===== config.mk =====
export PLATFORM = sky130hd
export DESIGN_NAME = if_id_buffer
export DESIGN_NICKNAME = d
export VERILOG_FILES = /design/src/rtl/if_id_buffer_pkg.sv /design/src/rtl/if_id_storage.sv /design/src/rtl/if_id_buffer.sv
export SDC_FILE = /design/constraint.sdc
export NUM_CORES = 1
export LEC_CHECK = 0
export CORE_UTILIZATION = 47
export CTS_CLUSTER_SIZE = 40
export DETAILED_ROUTE_END_ITERATION = 16
export PLACE_DENSITY = 0.92
export SLEW_MARGIN = 20
export SYNTH_ARGS = -nofsm -noshare
export SYNTH_HDL_FRONTEND = slang
export SYNTH_SLANG_ARGS = --single-unit

===== constraint.sdc =====
create_clock -name clk_i -period 10.1 [get_ports clk_i]
set_clock_uncertainty 0.15 [all_clocks]
set_input_delay 1.01 -clock clk_i [delete_from_list [all_inputs] [get_ports clk_i]]
set_output_delay 1.01 -clock clk_i [all_outputs]
set_load 0.005 [all_outputs]

===== src/rtl/if_id_buffer_pkg.sv =====
// Shared processor package: the fetch-entry record carried from IF to ID
// and the instruction decode sees when nothing valid is buffered.
package if_id_buffer_pkg;

    // addi x0, x0, 0
    localparam logic [31:0] NOP_INSTR = 32'h0000_0013;

    typedef struct packed {
        logic [31:0] instr;
        logic [31:0] pc;
        logic [31:0] pc_plus4;
    } fetch_entry_t;

endpackage


===== src/rtl/if_id_storage.sv =====
// DEPTH-entry register array for buffered fetch entries: one synchronous
// write port, one asynchronous read port. Contents are not reset; validity
// is tracked entirely by the pointer/count control in the parent.
module if_id_storage
    import if_id_buffer_pkg::*;
#(
    parameter int DEPTH = 2,
    localparam int PTR_W = $clog2(DEPTH)
) (
    input  logic               clk,
    input  logic               wr_en,
    input  logic [PTR_W-1:0]   wr_addr,
    input  fetch_entry_t       wr_data,
    input  logic [PTR_W-1:0]   rd_addr,
    output fetch_entry_t       rd_data
);

    fetch_entry_t mem [DEPTH];

    // Capture an accepted fetch entry at the write pointer.
    always_ff @(posedge clk) begin
        if (wr_en) begin
            mem[wr_addr] <= wr_data;
        end
    end

    assign rd_data = mem[rd_addr];

endmodule


===== src/rtl/if_id_buffer.sv =====
// IF/ID pipeline buffer: a small FIFO of fetch entries between fetch and
// decode. Head fields are read straight from storage (one cycle of latency,
// no bypass) and are forced to a NOP when the buffer is empty so decode
// always sees a benign instruction.
module if_id_buffer
    import if_id_buffer_pkg::*;
#(
    parameter int DEPTH = 2
) (
    input  logic                       clk_i,
    input  logic                       reset_i,
    input  logic                       flush_i,

    input  logic                       f_valid_i,
    output logic                       f_ready_o,
    input  logic [31:0]                instr_f_i,
    input  logic [31:0]                pc_f_i,
    input  logic [31:0]                pc_plus4_f_i,

    output logic                       d_valid_o,
    input  logic                       d_ready_i,
    output logic [31:0]                instr_d_o,
    output logic [31:0]                pc_d_o,
    output logic [31:0]                pc_plus4_d_o,
    output logic [6:0]                 op_d_o,
    output logic [2:0]                 funct3_d_o,
    output logic [6:0]                 funct7_d_o,
    output logic [4:0]                 rd_d_o,
    output logic [4:0]                 rs1_d_o,
    output logic [4:0]                 rs2_d_o,

    output logic [$clog2(DEPTH+1)-1:0] count_o
);

    localparam int PTR_W = $clog2(DEPTH);
    localparam int CNT_W = $clog2(DEPTH+1);
    localparam logic [CNT_W-1:0] FULL_CNT = CNT_W'(DEPTH);

    logic [PTR_W-1:0] wr_ptr;
    logic [PTR_W-1:0] rd_ptr;
    logic [CNT_W-1:0] count;
    logic             push;
    logic             pop;
    fetch_entry_t     wr_entry;
    fetch_entry_t     head;

    // Ready depends only on occupancy and reset, never on d_ready_i, so a
    // full buffer refuses a push even when decode drains it that cycle.
    assign f_ready_o = (count != FULL_CNT) & ~reset_i;
    assign d_valid_o = (count != '0);
    assign push      = f_valid_i & f_ready_o;
    assign pop       = d_valid_o & d_ready_i;
    assign count_o   = count;

    assign wr_entry.instr    = instr_f_i;
    assign wr_entry.pc       = pc_f_i;
    assign wr_entry.pc_plus4 = pc_plus4_f_i;

    if_id_storage #(.DEPTH(DEPTH)) u_storage (
        .clk     (clk_i),
        .wr_en   (push & ~flush_i),
        .wr_addr (wr_ptr),
        .wr_data (wr_entry),
        .rd_addr (rd_ptr),
        .rd_data (head)
    );

    // Pointer and occupancy control; reset beats flush, flush beats traffic.
    // DEPTH is a power of two, so pointer increments wrap naturally.
    always_ff @(posedge clk_i) begin
        if (reset_i || flush_i) begin
            wr_ptr <= '0;
            rd_ptr <= '0;
            count  <= '0;
        end else begin
            if (push) begin
                wr_ptr <= wr_ptr + PTR_W'(1);
            end
            if (pop) begin
                rd_ptr <= rd_ptr + PTR_W'(1);
            end
            case ({push, pop})
                2'b10:   count <= count + CNT_W'(1);
                2'b01:   count <= count - CNT_W'(1);
                default: count <= count;
            endcase
        end
    end

    // Present the head entry, or a NOP with zero PCs while empty.
    always_comb begin
        instr_d_o    = NOP_INSTR;
        pc_d_o       = '0;
        pc_plus4_d_o = '0;
        if (d_valid_o) begin
            instr_d_o    = head.instr;
            pc_d_o       = head.pc;
            pc_plus4_d_o = head.pc_plus4;
        end
    end

    assign op_d_o     = instr_d_o[6:0];
    assign rd_d_o     = instr_d_o[11:7];
    assign funct3_d_o = instr_d_o[14:12];
    assign rs1_d_o    = instr_d_o[19:15];
    assign rs2_d_o    = instr_d_o[24:20];
    assign funct7_d_o = instr_d_o[31:25];

endmodule


# Yosys cells after proc, flatten, opt, wreduce, memory -nomap -nowiden
# Memory sizes are Yosys's and may differ from the RTL's. A register that Yosys moved wholly into a read port is not among the register bits.
# Index checks and enable logic that the tools add are counted.
# word_totals
reg_bits,4
mem_bits_rw,192
inputBits,101
n_memories,1
# classes
addsub,4
n_eq_ne,3
muxes,8
bitwise,6
reduce_logical,3
# mem_list
memory,words,width,read_ports,rd_clocked_by_memory_dff,wr,line,text
u_storage.mem,2,96,1,1,1,if_id_storage.sv:18,fetch_entry_t mem [DEPTH];
# op_table
operator,n
$mux W32,3
$and A1 B1 Y1,4
$mux W1,4
$pmux W2 S2,1
$reduce_bool A2 Y1,2
$add A1 B1 Y1 const B,2
$add A2 B1 Y2 const B,1
$eq A2 B1 Y1 const B,1
$eq A2 B2 Y1 const B,1
$ne A2 B2 Y1 const B,1
$not A1 Y1,2
$sub A2 B1 Y2 const B,1
$logic_or A1 B1 Y1,1

# Logic depth before layout (Yosys ltp)
# depth
ltp_word,6
depth_mapped,6

# Modules after synthesis
# Synthesis repeated with hierarchy kept, for this count alone.
# unflattened
hier_cells,465
area_unflattened_um2,8259.2
# by_module_without_submodules
mod,instances,cells_each,area_each_um2,seq_area_each_um2
if_id_storage,1,301,7140.6,5765.5
if_id_buffer,1,164,1118.6,80.1

# Worst setup path after synthesis
# OpenSTA, ideal clock, no wires.
# synth_timing
path_kind,input-to-reg
from,input port f_valid_i
to,"memory u_storage.mem[1][0] in the netlist's numbering, enable pin"
setup_ns,0.690
t_arrival_ns,8.399
required_time_ns,9.260
path_slack_ns,0.862
path_stages,3
path_buffers,0
cell_sequence,inv_1 or3_4 nor3b_1
# synth_between
elab_chain_len,4
# synth_rtl
item,line,text
from (decl),if_id_buffer.sv:14,"input logic f_valid_i,"
$and A1 B1 Y1,if_id_buffer.sv:51,assign push = f_valid_i & f_ready_o;
$and A1 B1 Y1,if_id_buffer.sv:61,".wr_en (push & ~flush_i),"
$mux W1,if_id_storage.sv:22,if (wr_en) begin
$mux W1 (implied by the code),if_id_storage.sv:23,mem[wr_addr] <= wr_data;
to (decl),if_id_storage.sv:18,
# No other way between the ends.

==> results.toml <==
[synthesis]
yosysWarnings = 0
synth_common_cells = "192 x edfxtp_1, 98 x nor2_1, 96 x mux2i_1"
ys_types = 20
syn_inst = 466
synth_nets = 568
synth.area.top_cells = "edfxtp_1 75%, mux2i_1 13%, nor2_1 4.8%, buf_4 3.6%, dfxtp_1 1.3%"
yosys.area.top_type_share_pct = 75.0
netlist_area_mm2 = 0.00768
yosys.area.top_type = "edfxtp_1"
synth_most_common_cell = "edfxtp_1"
async_flop_share_pct = 0
yosysSeqAreaShare_pct = 76.3
synth-seq-cells = 197
avgSynthCellArea_um2 = 16.5
synth_top_flop_cell = "edfxtp_1"
synth-edff-count = 192

[placed_design]
numPortBuffers = 232
hpwlAfterDp_um = 10800
dp_slack_ns = 6.26
globalplace.congestion = 0.702

[cts]
clk_latency_ns = 0.42
cts_resized = 0
cts_buffers = 17
clock_path_buffers = 2
htreeDepth = 4
clkTransAtPathRegs_ns = 0.07
cts.sinks = 197
cts_tree = "built"
root_buffer = "clkbuf_16"
postCtsHoldBufs = 0
postCtsSetupBuffers = 0

[grt]
grt_pass1_vias = 4683
grt_pass1_wl_um = 23900
grt_usage_pct = 19.4
grt-ovfl-total = 0
antenna_found_initial = 0
grt_max_degree = 95

[layout]
nets = 772
area_growth_pct = 38.0
diodes = 0
drive_above_1_share_pct = 6.30

[route]
via_per_inst = 5.02
dr_wl_met2_um = 8620
m1WireLength_um = 6160
routedWlPerCell_um = 18.0
dr_total_vias = 4516
post-route-drc-count = 0
drtIter0Drc = 246
drt_wl_total_um = 16200
top_layer = "met4"
ant_nets = 0
met3_length_um = 1040
firstDrtPassIters = 4

[setup_path]
critical_path_class = "reg2out"
end_kind = "primary output"
rr_worst_depth = 4
required_ns = 8.94
path_max_fanout = 49
cp.arrival_ns = 3.12
startpoint_type = "flop"

[floorplan]
die_area_mm2 = 0.0169
die_height_um = 130
die_x_um = 130
core_mm2 = 0.0159
initial_core_util_pct = 48.2
rows = 46
ioPinCount = 233

[timing]
fmax_ghz = 0.234
grt_setup_unrepaired = "no"
finalSetupViolations = 0
finalWorstSetupSlack_ns = 5.82
slew_headroom_pct = 34.5
tns_ns = 0
hold_violations = 0
fin_crit_ns = 4.28
finalCritPeriodShare_pct = 42.4
slew_viol_final = 0
worst_pin_slew_ns = 0.982

[pwr]
ir_drop_v = 0.000108
power_density_mw_per_mm2 = 164
power_w = 0.00174
p_leak_nw = 3.36

[min_path]
hold_class = "reg2reg"
hold_depth = 2

[job]
max-cap-violations = 0

[outcome]
status = "finished, final reports clean"
==> layout by cell type, fill, tap and decap left out, types with 2 or more instances in the layout <==
master / instances
a21oi_1: 2
buf_4: 6
bufinv_16: 3
clkbuf_16: 17
clkdlybuf4s50_1: 232
clkinv_4: 3
dfxtp_1: 4
edfxtp_1: 192
inv_1: 3
inv_6: 3
inv_8: 3
mux2i_1: 96
nand2_1: 3
nor2_1: 97
o21ai_0: 3
or3_1: 2
xor2_1: 2
==> critical path, stage by stage (launching register included) <==
cell	delay, ns
dfxtp_4	0.88
buf_4	0.77
mux2i_1	0.16
nor2_1	0.20
clkdlybuf4s50_1	0.57
==> final cells by class <==
| cell class | instances | area, um^2 |
|---|---|---|
| Timing Repair Buffer | 238 | 2370 |
| Sequential cell | 197 | 5870 |
| Clock inverter | 15 | 193 |
| Clock buffer | 17 | 425 |
| Tap cell | 216 | 270 |
| Inverter | 3 | 11.3 |
| Fill cell | 1046 | 5340 |
| Multi-Input combinational cell | 213 | 1470 |
==> power breakdown <==
part           total (W)  internal [W]  switching (W)
combinational   0.000124     0.0000749      0.0000487
clock           0.000701      0.000397       0.000303
sequential      0.000919      0.000913     0.00000597
==> through the flow <==
stage	std cells	util, %	cell area [um^2]	hold WS (ns)
6_report	899	66.5	10600	0.362
5_1_grt	899	66.5	10600	0.380
4_1_cts	899	66.5	10600	0.363
3_5_place_dp	867	62.7	9990	0.345
3_3_place_gp	867	62.7	9990	0.336
2_1_floorplan	466	-	7680	0.316
==> state kept, by name, indices dropped and copies added, names as in the netlist, named ones only <==
register       cells
count_o            2
rd_ptr             1
u_storage.mem    192
wr_ptr             1
==> layer usage <==
layer,up-vias,global-route usage (%)
li1,2083,-
met3,28,5.99
met1,2209,20.7
met5,-,0
met2,196,35.3
met4,0,8.21
==> worst paths after layout <==
check | startpoint | endpoint | slack [ns]
worst max-delay path | flop | funct7_d_o[6] | 5.82
worst min-delay path | rd_ptr | flop | 0.36
worst max register to register | count_o[0] | u_storage.mem[1][44] | 7.64
worst min register to register | rd_ptr | flop | 0.36
==> cell families (layout without fill, tap and decap cells) <==
group / Yosys count / count (layout) / synth area share (%)
xor+xnor: 3 / 3 / 0.342
flops: 197 / 197 / 76.3
fa+ha+maj: 1 / 1 / 0.163
mux: 96 / 96 / 12.5
simple gates: 108 / 108 / 5.57
compound gates: 5 / 5 / 0.326
buf+inv: 56 / 273 / 4.75
Note: power is estimated with default switching activity, not from simulation.
